**src/rtl/pad_stream_if.sv**
```systemverilog
// Character stream bundle for pad_stream: input handshake and output handshake.
// Latency: none, wires only.
// Backpressure: in_ready throttles the producer, out_ready throttles the consumer.
//
// Signals
//   in_valid / in_ready / cin              : input characters, accepted on in_valid && in_ready
//   out_valid / out_ready / cout / out_last: output characters, beat accepted on out_valid && out_ready
//
// Modports
//   slave  : the pad_stream block (consumes input stream, produces output stream)
//   master : the environment (produces input stream, consumes output stream)
interface pad_stream_if #(
  parameter int CHAR_W = 8
);
  logic              in_valid;
  logic              in_ready;
  logic [CHAR_W-1:0] cin;
  logic              out_valid;
  logic              out_ready;
  logic [CHAR_W-1:0] cout;
  logic              out_last;

  modport slave (
    input  in_valid,
    input  cin,
    output in_ready,
    output out_valid,
    input  out_ready,
    output cout,
    output out_last
  );

  modport master (
    output in_valid,
    output cin,
    input  in_ready,
    input  out_valid,
    output out_ready,
    input  cout,
    input  out_last
  );
endinterface

```
**src/rtl/pad_stream.sv**
```systemverilog
// Buffers a string of up to STR_LEN_MAX characters, then emits it padded to a desired length.
// Latency: strlen input beats, then max(strlen, desired) output beats; done one cycle after the last beat.
// Backpressure: in_ready only while reading; output holds cout/out_valid/out_last while out_ready is low.
//
// Ports
//   clk, rst          : clock, synchronous active-high reset
//   start_i           : begin a job (sampled only when idle)
//   strlen_i          : input string length (clamped to STR_LEN_MAX), latched on start
//   desired_i         : desired output length, latched on start
//   cpad_i            : pad character, latched on start
//   mode_i            : 0 = pad on the left, 1 = pad on the right, latched on start
//   st                : pad_stream_if slave (input and output character streams)
//   busy_o            : high whenever a job is in progress
//   done_o            : one-cycle pulse after a job completes normally
//
// Build option
//   PAD_STREAM_TRUNC_EN : when defined, a desired length shorter than the string truncates
//                         the string to its first desired characters (no pad emitted).
module pad_stream #(
  parameter int STR_LEN_MAX = 8,
  parameter int CHAR_W      = 8
) (
  input  logic                                 clk,
  input  logic                                 rst,
  input  logic                                 start_i,
  input  logic [$clog2(STR_LEN_MAX+1)-1:0]     strlen_i,
  input  logic [$clog2(2*STR_LEN_MAX+1)-1:0]   desired_i,
  input  logic [CHAR_W-1:0]                    cpad_i,
  input  logic                                 mode_i,
  pad_stream_if.slave                          st,
  output logic                                 busy_o,
  output logic                                 done_o
);

  localparam int LW = $clog2(STR_LEN_MAX+1);
  localparam int DW = $clog2(2*STR_LEN_MAX+1);
  localparam int AW = (STR_LEN_MAX > 1) ? $clog2(STR_LEN_MAX) : 1;

  localparam logic [LW-1:0] MAX_L = LW'(STR_LEN_MAX);

  typedef enum logic [1:0] {
    IDLE = 2'd0,
    READ = 2'd1,
    PAD  = 2'd2,
    STR  = 2'd3
  } state_t;

  // ---------------------------------------------------------------------------
  // State and job registers
  // ---------------------------------------------------------------------------
  state_t            state_q, state_d;
  logic [DW-1:0]     idx_q,   idx_d;    // write index in READ, beat index within PAD/STR
  logic [DW-1:0]     len_q,   len_d;    // characters to read
  logic [DW-1:0]     sout_q,  sout_d;   // string characters to emit
  logic [DW-1:0]     pad_q,   pad_d;    // pad characters to emit
  logic [CHAR_W-1:0] cpad_q,  cpad_d;
  logic              mode_q,  mode_d;
  logic              done_q,  done_d;

  logic [CHAR_W-1:0] mem_q [STR_LEN_MAX];

  // ---------------------------------------------------------------------------
  // Job parameters derived from the start inputs
  // ---------------------------------------------------------------------------
  logic [LW-1:0] slen_clamp;
  logic [DW-1:0] slen_w;
  logic [DW-1:0] pad_new;
  logic [DW-1:0] sout_new;

  always_comb begin
    slen_clamp = (strlen_i > MAX_L) ? MAX_L : strlen_i;
    slen_w     = DW'(slen_clamp);
    // Compare before subtracting so a short desired length never wraps.
    pad_new    = (desired_i > slen_w) ? (desired_i - slen_w) : '0;
`ifdef PAD_STREAM_TRUNC_EN
    sout_new   = (desired_i < slen_w) ? desired_i : slen_w;
`else
    sout_new   = slen_w;
`endif
  end

  // First output phase for a job; IDLE means the job has nothing to emit.
  // An empty phase is skipped here so no idle cycle appears between phases.
  function automatic state_t first_phase(input logic md,
                                         input logic [DW-1:0] pl,
                                         input logic [DW-1:0] sl);
    state_t ph;
    ph = IDLE;
    if (!md) begin
      if (pl != '0)      ph = PAD;
      else if (sl != '0) ph = STR;
    end else begin
      if (sl != '0)      ph = STR;
      else if (pl != '0) ph = PAD;
    end
    return ph;
  endfunction

  // ---------------------------------------------------------------------------
  // Next-state and output logic
  // ---------------------------------------------------------------------------
  logic              in_ready_c;
  logic              out_valid_c;
  logic [CHAR_W-1:0] cout_c;
  logic              last_c;
  logic              pad_end;
  logic              str_end;
  state_t            nxt;

  always_comb begin
    state_d     = state_q;
    idx_d       = idx_q;
    len_d       = len_q;
    sout_d      = sout_q;
    pad_d       = pad_q;
    cpad_d      = cpad_q;
    mode_d      = mode_q;
    done_d      = 1'b0;
    in_ready_c  = 1'b0;
    out_valid_c = 1'b0;
    cout_c      = '0;
    last_c      = 1'b0;
    nxt         = IDLE;
    pad_end     = (idx_q == (pad_q  - DW'(1)));
    str_end     = (idx_q == (sout_q - DW'(1)));

    unique case (state_q)
      IDLE: begin
        if (start_i) begin
          len_d  = slen_w;
          sout_d = sout_new;
          pad_d  = pad_new;
          cpad_d = cpad_i;
          mode_d = mode_i;
          idx_d  = '0;
          if (slen_w != '0) begin
            state_d = READ;
          end else begin
            nxt     = first_phase(mode_i, pad_new, sout_new);
            state_d = nxt;
            done_d  = (nxt == IDLE);
          end
        end
      end

      READ: begin
        in_ready_c = 1'b1;
        if (st.in_valid) begin
          if (idx_q == (len_q - DW'(1))) begin
            idx_d   = '0;
            nxt     = first_phase(mode_q, pad_q, sout_q);
            state_d = nxt;
            // Truncation to zero characters leaves nothing to emit.
            done_d  = (nxt == IDLE);
          end else begin
            idx_d = idx_q + DW'(1);
          end
        end
      end

      PAD: begin
        out_valid_c = 1'b1;
        cout_c      = cpad_q;
        // Pad is the last phase when it trails the string or there is no string.
        last_c      = pad_end && (mode_q || (sout_q == '0));
        if (st.out_ready) begin
          if (pad_end) begin
            idx_d = '0;
            if (!mode_q && (sout_q != '0)) begin
              state_d = STR;
            end else begin
              state_d = IDLE;
              done_d  = 1'b1;
            end
          end else begin
            idx_d = idx_q + DW'(1);
          end
        end
      end

      STR: begin
        out_valid_c = 1'b1;
        cout_c      = mem_q[idx_q[AW-1:0]];
        last_c      = str_end && (!mode_q || (pad_q == '0));
        if (st.out_ready) begin
          if (str_end) begin
            idx_d = '0;
            if (mode_q && (pad_q != '0)) begin
              state_d = PAD;
            end else begin
              state_d = IDLE;
              done_d  = 1'b1;
            end
          end else begin
            idx_d = idx_q + DW'(1);
          end
        end
      end

      default: begin
        state_d = IDLE;
      end
    endcase
  end

  // Reset masks the handshakes in the same cycle so no transfer can slip
  // through while the job is being aborted.
  logic in_ready_w;
  logic out_valid_w;

  assign in_ready_w   = in_ready_c  & ~rst;
  assign out_valid_w  = out_valid_c & ~rst;

  assign st.in_ready  = in_ready_w;
  assign st.out_valid = out_valid_w;
  assign st.out_last  = last_c & out_valid_w;
  assign st.cout      = out_valid_w ? cout_c : '0;

  assign busy_o       = (state_q != IDLE);
  assign done_o       = done_q;

  // ---------------------------------------------------------------------------
  // Registers
  // ---------------------------------------------------------------------------
  always_ff @(posedge clk) begin
    if (rst) begin
      state_q <= IDLE;
      idx_q   <= '0;
      len_q   <= '0;
      sout_q  <= '0;
      pad_q   <= '0;
      cpad_q  <= '0;
      mode_q  <= 1'b0;
      done_q  <= 1'b0;
    end else begin
      state_q <= state_d;
      idx_q   <= idx_d;
      len_q   <= len_d;
      sout_q  <= sout_d;
      pad_q   <= pad_d;
      cpad_q  <= cpad_d;
      mode_q  <= mode_d;
      done_q  <= done_d;
    end
  end

  // String buffer: not reset, only ever read at indices written this job.
  always_ff @(posedge clk) begin
    if (in_ready_w && st.in_valid) begin
      mem_q[idx_q[AW-1:0]] <= st.cin;
    end
  end

endmodule

```
**src/flat_wrapper.sv**
```systemverilog
// flat-port wrapper written by rule: the top's interface ports become plain ports
module pad_stream_flat 
#(
  parameter int STR_LEN_MAX = 8,
  parameter int CHAR_W      = 8
)
  (clk, rst, start_i, strlen_i, desired_i, cpad_i, mode_i, busy_o, done_o, st_in_valid, st_cin, st_in_ready, st_out_valid, st_out_ready, st_cout, st_out_last);
  pad_stream_if #(.CHAR_W(CHAR_W)) st_i ();
  input  logic clk;
  input  logic rst;
  input  logic start_i;
  input  logic [$clog2(STR_LEN_MAX+1)-1:0] strlen_i;
  input  logic [$clog2(2*STR_LEN_MAX+1)-1:0] desired_i;
  input  logic [CHAR_W-1:0] cpad_i;
  input  logic mode_i;
  output logic busy_o;
  output logic done_o;
  input wire logic [$bits(st_i.in_valid)-1:0] st_in_valid;
  input wire logic [$bits(st_i.cin)-1:0] st_cin;
  output wire logic [$bits(st_i.in_ready)-1:0] st_in_ready;
  output wire logic [$bits(st_i.out_valid)-1:0] st_out_valid;
  input wire logic [$bits(st_i.out_ready)-1:0] st_out_ready;
  output wire logic [$bits(st_i.cout)-1:0] st_cout;
  output wire logic [$bits(st_i.out_last)-1:0] st_out_last;
  assign st_i.in_valid = st_in_valid;
  assign st_i.cin = st_cin;
  assign st_in_ready = st_i.in_ready;
  assign st_out_valid = st_i.out_valid;
  assign st_i.out_ready = st_out_ready;
  assign st_cout = st_i.cout;
  assign st_out_last = st_i.out_last;
  pad_stream #(.STR_LEN_MAX(STR_LEN_MAX), .CHAR_W(CHAR_W)) u_core (.clk(clk), .rst(rst), .start_i(start_i), .strlen_i(strlen_i), .desired_i(desired_i), .cpad_i(cpad_i), .mode_i(mode_i), .st(st_i), .busy_o(busy_o), .done_o(done_o));
endmodule
```
**config.mk**
```make
export PLATFORM = sky130hd
export DESIGN_NAME = pad_stream_flat
export DESIGN_NICKNAME = d
export VERILOG_FILES = /design/src/rtl/pad_stream_if.sv /design/src/rtl/pad_stream.sv /design/src/flat_wrapper.sv
export SDC_FILE = /design/constraint.sdc
export NUM_CORES = 1
export LEC_CHECK = 0
export CAP_MARGIN = 0
export CORE_AREA = 10 10 133 86
export CTS_BUF_LIST = sky130_fd_sc_hd__clkbuf_4 sky130_fd_sc_hd__clkbuf_8
export CTS_CLUSTER_DIAMETER = 60
export DETAILED_ROUTE_END_ITERATION = 10
export DIE_AREA = 0 0 143 96
export PLACE_DENSITY = 0.69
export SYNTH_ARGS = -nofsm -noshare
export SYNTH_HDL_FRONTEND = slang
export SYNTH_SLANG_ARGS = --single-unit
```
**constraint.sdc**
```tcl
create_clock -name clk -period 4.8 [get_ports clk]
set_clock_uncertainty 0.2 [all_clocks]
set_input_delay 0.72 -clock clk [delete_from_list [all_inputs] [get_ports clk]]
set_output_delay 0.72 -clock clk [all_outputs]
set_load 0.05 [all_outputs]
```
Word level (Yosys, flattened, before mapping):

Memories as Yosys holds them, arrays and structs flattened. A register that Yosys moved wholly into a read port is not among the register bits.
Cells that the tools add are included.

* flip-flop bits (word level): 26
* RAM bits: 64
* input port bits: 31
* logic and storage cells: 104
* memories kept: 1

* add/sub/neg operators: 4
* magnitude comparators: 2
* equal/unequal tests: 12
* mux-type cells: 52
* bitwise gates (word level): 4
* reduce and logical (&&, ||, !) cells: 22

Memory list
* u_core.mem_q: depth 8, bits a word 8, rd ports 1, clocked after Yosys merged registers in 1, write ports 1, RTL line pad_stream.sv:60 `logic [CHAR_W-1:0] mem_q [STR_LEN_MAX];`

Operator list (number)
* $mux 2: 22
* $mux 5: 7
* $pmux 5 s4: 1
* $reduce_bool 5->1: 4
* $pmux 8 s2: 1
* $mux 1: 14
* $eq 5x5->1: 2
* $logic_not 5->1: 2
* $mux 8: 1
* $ne 2x2->1 const B: 4
* $pmux 2 s4: 1
* $reduce_and 7->1: 1
* $logic_not 2->1: 3
* $mux 3: 2
* $ne 2x1->1 const B: 3
* $add 5x1->5 const B: 1
* $gt 5x4->1: 1
* $logic_and 1x1->1: 5
* $sub 4x1->5 const B: 1
* $sub 5x1->5 const B: 1
* $sub 5x4->5: 1
* $eq 2x2->1 const B: 2
* $gt 4x4->1 const B: 1
* $mux 4: 1
* 11 further kinds: 14

Longest topological paths before layout:

Gate-level depths: netlist of the first run.

* depth in word-level cells: 13
* mapped depth: 10

Worst setup path before layout of the first run:

Ideal clock, no wire load.

* path kind: input to register
* start: input port rst
* end: memory u_core.mem_q[0][0] (enable)
* setup time: 383 ps
* arrival time: 2888 ps
* required time: 4217 ps
* path slack: 1329 ps
* cell stages on the path: 4
* path buffers: 0
* path through: nor3b_1 > and2_1 > nand2b_1 > nor3_1

* longest elaborated chain between the ends: 5

Ends and longest elaborated chain
* from (decl): RTL line flat_wrapper.sv:10 `input logic rst;`
* $not 1->1: RTL line pad_stream.sv:211 `assign in_ready_w = in_ready_c & ~rst;`
* $and 1x1->1: RTL line pad_stream.sv:211
* $logic_and 1x1->1: RTL line pad_stream.sv:249 `if (in_ready_w && st.in_valid) begin`
* $mux 1: RTL line pad_stream.sv:249
* $mux 1 (implied by the code): RTL line pad_stream.sv:250 `mem_q[idx_q[AW-1:0]] <= st.cin;`
* to (decl): RTL line pad_stream.sv:60

No other way between the ends.

Worst setup path after layout of the first run:

* start: register u_core.idx_q[2]
* end: output port st_out_last

* longest elaborated chain between the ends: 4

Ends and longest elaborated chain
* from (decl): RTL line pad_stream.sv:52 `logic [DW-1:0] idx_q, idx_d;`
* from (signal assigned): RTL line pad_stream.sv:237 `idx_q <= idx_d;`
* $eq 5x5->1 (on tied branches)
* $logic_and 1x1->1 (on tied branches): RTL line pad_stream.sv:184, pad_stream.sv:165
* $pmux 1 s2 (*): RTL line pad_stream.sv:127 `unique case (state_q)`
* $and 1x1->1 (*): RTL line pad_stream.sv:216 `assign st.out_last = last_c & out_valid_w;`
* to (decl): RTL line flat_wrapper.sv:24 `output wire logic [$bits(st_i.out_last)-1:0] st_out_last;`

Mark *: on every way between the ends. The rest lies on a longest branch, timed or not.

==> flow_metrics.tcl, run 1 <==
set metrics [dict create \
    status "finished clean" \
    grtUsageTotal_pct 14.2 \
    rsz0062_at_grt "false" \
    maxCapViolCount 0 \
    grt_max_degree 29 \
    postRouteAntennaNets 0 \
    drv_slew 0 \
    yosys.area.top_type "edfxtp_1" \
    die_area_um2 13700 \
    period_share_pct 85.4 \
    reg2reg_depth 5 \
    final_common_cell "edfxtp_1" \
    wire_per_inst_um 19.0 \
    diodes 0 \
    gp_congestion 0.825 \
    worst_setup_path_end_kind "primary output" \
    yosys.cell_types.count 53 \
    crit_end "st_out_last" \
    fin_crit_ps 4100 \
    path_clk_slew_ps 80 \
    timing.rr.end "u_core.mem_q[7][2]" \
    portBuffers 43 \
    die_width_um 143 \
    startpoint "u_core.idx_q[2]" \
    whs_ps 257 \
    drt_iter0_markers 198 \
    ys_top_cells_by_area "edfxtp_1 (44%), dfxtp_1 (13%), mux4_2 (8.3%), nand2_1 (3.4%), a21oi_1 (2.5%)" \
    worstPathArrival_ps 3180 \
    holdPathStages 2 \
    path_class "reg -> out" \
    yosysSeqAreaShare_pct 57.9 \
    irDropWorstVdd_mv 0.143 \
    synth_area_um2 4320 \
    ctsHtreeMaxLevel 3 \
    hold_buffers 0 \
    hold_class "reg -> reg" \
    r2r-start "u_core.state_q[0]" \
    cts.repair.resized 0 \
    mostFrequentLayoutCells "edfxtp_1 (64), clkdlybuf4s50_1 (43), nand2_1 (39)" \
    r2r_setup_slack_ps 1920 \
    pin_count 44 \
    clk_latency_ps 360 \
    crit_fanout 17 \
    clockRootBuffer "clkbuf_8" \
    core_area_um2 9020 \
    firstDrtPassIters 5 \
    cts_sinks 93 \
    synth-edff-count 64 \
    routed_wl_um 9620 \
    cts_max_path_buffers 2 \
    post-route-drc-count 0 \
    fin_util_pct 55.7 \
    synth_cells 345 \
    ys_warn_count 0 \
    grt_pass1_vias 2648 \
    synth-main-ff-cell "edfxtp_1" \
    clock.fmax_ghz 0.244 \
    postCtsSetupRepairBufs 0 \
    antenna_found_initial 0 \
    ys_seq_elements 93 \
    viasPerCell 5.63 \
    area_delta_synth_final_pct 16.3 \
    setup_tns_ps 0 \
    syn-num-nets 384 \
    finalSetupViolCount 0 \
    relSlewSlack_pct 39.5 \
    p_leak_nw 1.61 \
    numCtsBuffers 9 \
    hpwl_um 7000 \
    die_h_um 96 \
    grt_pass1_wl_um 14700 \
    finalHoldViolCount 0 \
    vias 2851 \
    drive_gt1_share_pct 11.0 \
    fp-row-count 27 \
    worst_ep_required_time_ps 3880 \
    nets 424 \
    grt.overflow.total 0 \
    power-per-cell-area_nw_per_um2 319 \
    cp-start-kind "register" \
    cts_tree "built" \
    async_flop_share_pct 0 \
    initial_core_util_pct 47.9 \
    tightest_slew_ps 904 \
    synth_top_area_share_pct 44.5 \
    syn_area_per_cell_um2 12.5 \
]
==> state kept, by name, indices dropped and copies added, names as in the netlist, named ones only <==
name,flops
u_core.cpad_q,8
u_core.done_o,1
u_core.idx_q,5
u_core.len_q,4
u_core.mem_q,64
u_core.mode_q,1
u_core.pad_q,5
u_core.state_q,2
==> layout make-up <==
| type | count | area, um^2 |
|---|---|---|
| Sequential cell | 93 | 2500 |
| Inverter | 10 | 37.5 |
| Fill cell | 739 | 4000 |
| Multi-Input combinational cell | 222 | 1690 |
| Tap cell | 116 | 145 |
| Timing Repair Buffer | 49 | 475 |
| Clock buffer | 11 | 139 |
| Clock inverter | 5 | 27.5 |
==> per-stage QoR <==
| stage | std cells | instance area [um^2] | worst slack, ps | power, W |
|---|---|---|---|---|
| 5_1_grt | 506 | 5020 | 505 | 0.00167 |
| 3_5_place_dp | 490 | 4850 | 1080 | 0.00117 |
| 6_report | 506 | 5020 | 701 | 0.00160 |
| 3_3_place_gp | 490 | 4850 | 1110 | 0.00117 |
| 2_1_floorplan | 345 | 4320 | 1330 | 0.00108 |
| 4_1_cts | 506 | 5020 | 669 | 0.00162 |
==> synthesized netlist by cell type, types with 3 or more instances <==
master / number
a211oi_1: 12
a21o_1: 4
a21oi_1: 22
a22oi_1: 4
buf_2: 5
clkbuf_1: 13
dfxtp_1: 29
edfxtp_1: 64
ha_1: 7
inv_1: 10
mux2i_1: 9
mux4_2: 16
nand2_1: 39
nand2b_1: 8
nand3_1: 6
nand3b_1: 3
nor2_1: 29
nor3_1: 7
nor3b_1: 3
o21a_1: 3
o21ai_0: 3
or4_1: 3
xnor2_1: 6
xor2_1: 7
==> worst max-delay path: stages, from the launching register on <==
cell and delay [ps]:
dfxtp_1 690, nand4bb_1 150, a211oi_1 390, o311ai_4 200, o21bai_1 230, o22a_2 240
nor2_1 80, clkdlybuf4s50_1 820
==> cells by family after synthesis <==
kind of cell / share of synthesized area [%]
buf+inv: 2.84
compound gates: 11.5
xor+xnor: 2.64
mux: 10.4
simple gates: 12.2
fa+ha+maj: 2.49
flops: 57.9
==> power breakdown <==
group          leakage [nW]  switching [W]  total, W  internal (W)
registers             0.812      0.0000280  0.000902      0.000874
clock network        0.0774       0.000255  0.000450      0.000195
logic                 0.723       0.000136  0.000251      0.000115
==> how the worst min path moves through the flow <==
stage	to	startpoint
2_1_floorplan	u_core.cpad_q[0]	u_core.cpad_q[0]
3_3_place_gp	u_core.cpad_q[1]	u_core.cpad_q[1]
3_5_place_dp	u_core.cpad_q[5]	u_core.cpad_q[5]
4_1_cts	u_core.cpad_q[5]	u_core.cpad_q[5]
5_1_grt	u_core.cpad_q[2]	u_core.cpad_q[2]
6_report	u_core.cpad_q[5]	u_core.cpad_q[5]
==> routing by layer <==
metal | wire, um | GRT usage (%)
met5 | 0 | 0
met4 | 112 | 4.62
met3 | 636 | 3.64
met2 | 4100 | 19.5
met1 | 4770 | 21.2
(Power assumes the default switching activity.)
==> inputs of run 2 (changes only) <==
--- a/config.mk
+++ b/config.mk
@@ -11,6 +11,7 @@
 export CTS_CLUSTER_DIAMETER = 60
 export DETAILED_ROUTE_END_ITERATION = 10
 export DIE_AREA = 0 0 143 96
+export GPL_TIMING_DRIVEN = 1
 export PLACE_DENSITY = 0.69
 export SYNTH_ARGS = -nofsm -noshare
 export SYNTH_HDL_FRONTEND = slang
==> results of run 2 <==
No change in the layout: final DEF, timing and power equal those of run 1.
==> inputs of run 3 (changes only) <==
--- a/config.mk
+++ b/config.mk
@@ -6,13 +6,15 @@
 export NUM_CORES = 1
 export LEC_CHECK = 0
 export CAP_MARGIN = 0
+export CELL_PAD_IN_SITES_DETAIL_PLACEMENT = 0
+export CELL_PAD_IN_SITES_GLOBAL_PLACEMENT = 1
 export CORE_AREA = 10 10 133 86
 export CTS_BUF_LIST = sky130_fd_sc_hd__clkbuf_4 sky130_fd_sc_hd__clkbuf_8
 export CTS_CLUSTER_DIAMETER = 60
 export DETAILED_ROUTE_END_ITERATION = 10
 export DIE_AREA = 0 0 143 96
 export GPL_TIMING_DRIVEN = 1
-export PLACE_DENSITY = 0.69
+export PLACE_DENSITY_LB_ADDON = 0.1
 export SYNTH_ARGS = -nofsm -noshare
 export SYNTH_HDL_FRONTEND = slang
 export SYNTH_SLANG_ARGS = --single-unit
==> flow_metrics.tcl, run 3 (synthesis gave the netlist of run 1 again) <==
set metrics [dict create \
    status "finished clean" \
    drt_iter0_markers 167 \
    cp-start-kind "register" \
    fin_cells 506 \
    hpwl_um 7200 \
    largest_reg_flops 64 \
    crit_slowest_cell "clkdlybuf4s50_1" \
    antenna_found_initial 0 \
    pin_count 44 \
    finalHoldViolCount 0 \
    path_clk_slew_ps 100 \
    hold_class "reg -> reg" \
    crit_fanout 17 \
    cts_sinks 93 \
    numCtsBuffers 9 \
    power-per-cell-area_nw_per_um2 330 \
    reg2reg_depth 4 \
    clock.fmax_ghz 0.242 \
    routed_wl_um 9870 \
    relSlewSlack_pct 25.3 \
    holdPathStages 2 \
    post-route-drc-count 0 \
    final_common_cell "edfxtp_1" \
    worst_setup_path_end_kind "primary output" \
    drv_slew 0 \
    diodes 0 \
    die_width_um 143 \
    fin_crit_ps 4140 \
    totalPowerFinal_w 0.00167 \
    grt.overflow.total 0 \
    firstDrtPassIters 4 \
    grt_pass1_vias 2741 \
    wire_per_inst_um 19.5 \
    ctsHtreeMaxLevel 3 \
    cts_tree "built" \
    tightest_slew_ps 1120 \
    finalSetupViolCount 0 \
    final_area_um2 5060 \
    fp-row-count 27 \
    nets 424 \
    cts.repair.resized 0 \
    initial_core_util_pct 47.9 \
    vias 2766 \
    cp_cell_sequence "nand4bb_1 > a211oi_1 > o311ai_4 > o21bai_1 > o22a_2 > nor2_1 > clkdlybuf4s50_1" \
    clockRootBuffer "clkbuf_8" \
    setup_tns_ps 0 \
    path_class "reg -> out" \
    placed_area_um2 4850 \
    place_inst 490 \
    grt_pass1_wl_um 15500 \
    gp_congestion 0.880 \
    die_area_um2 13700 \
    drive_gt1_share_pct 11.5 \
    max_stage_delay_ps 830 \
    whs_ps 264 \
    maxCapViolCount 0 \
    clk_latency_ps 360 \
    portBuffers 43 \
    core_area_um2 9020 \
    grt_max_degree 32 \
    worst_ep_required_time_ps 3880 \
    worstPathArrival_ps 3220 \
    mostFrequentLayoutCells "edfxtp_1 (64), clkdlybuf4s50_1 (43), nand2_1 (39)" \
    rsz0062_at_grt "false" \
    postRouteAntennaNets 0 \
    cts_max_path_buffers 2 \
    p_leak_nw 1.64 \
    die_h_um 96 \
    postCtsSetupRepairBufs 0 \
    period_share_pct 86.3 \
    grtUsageTotal_pct 15.1 \
    area_delta_synth_final_pct 17.1 \
    viasPerCell 5.47 \
    irDropWorstVdd_mv 0.247 \
    hold_buffers 0 \
]
-- run 3: cell count changes in the layout (fill, tap and decap cells not counted), sizes merged --
cell	previous run	this run
clkinv	2	3
clkinvlp	3	0
inv	10	14
clkbuf	11	9
-- run 3: path summary, 6_finish.rpt --
path	start	end	slack, ps
hold reg to reg	u_core.cpad_q[0]	u_core.cpad_q[0]	260
hold / removal	u_core.cpad_q[0]	u_core.cpad_q[0]	260
setup reg to reg	u_core.state_q[0]	u_core.mem_q[4][6]	1720
setup / recovery	u_core.idx_q[2]	st_out_last	660
-- run 3: critical path, delay by kind of cell, from the launching register on --
family	cells	cell delay [ps]
compound gates	4	1080
buf+inv	1	830
flops	1	700
simple gates	2	250
-- run 3: stage by stage --
step                      utilization, %  setup slack (ps)
after floorplan                        -              1330
after global placement              53.8              1110
after detailed placement            53.8              1070
after CTS                           56.1               646
after global routing                56.1               415
final                               56.1               660
-- run 3: metal layers --
layer	GRT usage [%]	vias up	wire, um
li1	-	1364	-
met1	22.8	1298	4920
met2	18.5	99	3700
met3	7.03	5	1190
met4	3.42	0	64
met5	0	-	0
-- run 3: power breakdown --
| group | switching [W] | leakage, nW | internal (W) |
|---|---|---|---|
| clock network | 0.000306 | 0.102 | 0.000207 |
| registers | 0.0000322 | 0.812 | 0.000874 |
| logic | 0.000132 | 0.723 | 0.000116 |
| total | 0.000471 | 1.64 | 0.00120 |
-- run 3: cell type report --
| class | instances | area, um^2 |
|---|---|---|
| flip-flops and latches | 93 | 2500 |
| repair buffers | 49 | 475 |
| well taps | 116 | 145 |
| fillers | 750 | 3960 |
| clock inverters | 7 | 78.8 |
| multi-input cells | 222 | 1690 |
| inverters | 10 | 37.5 |
| clock buffers | 9 | 124 |
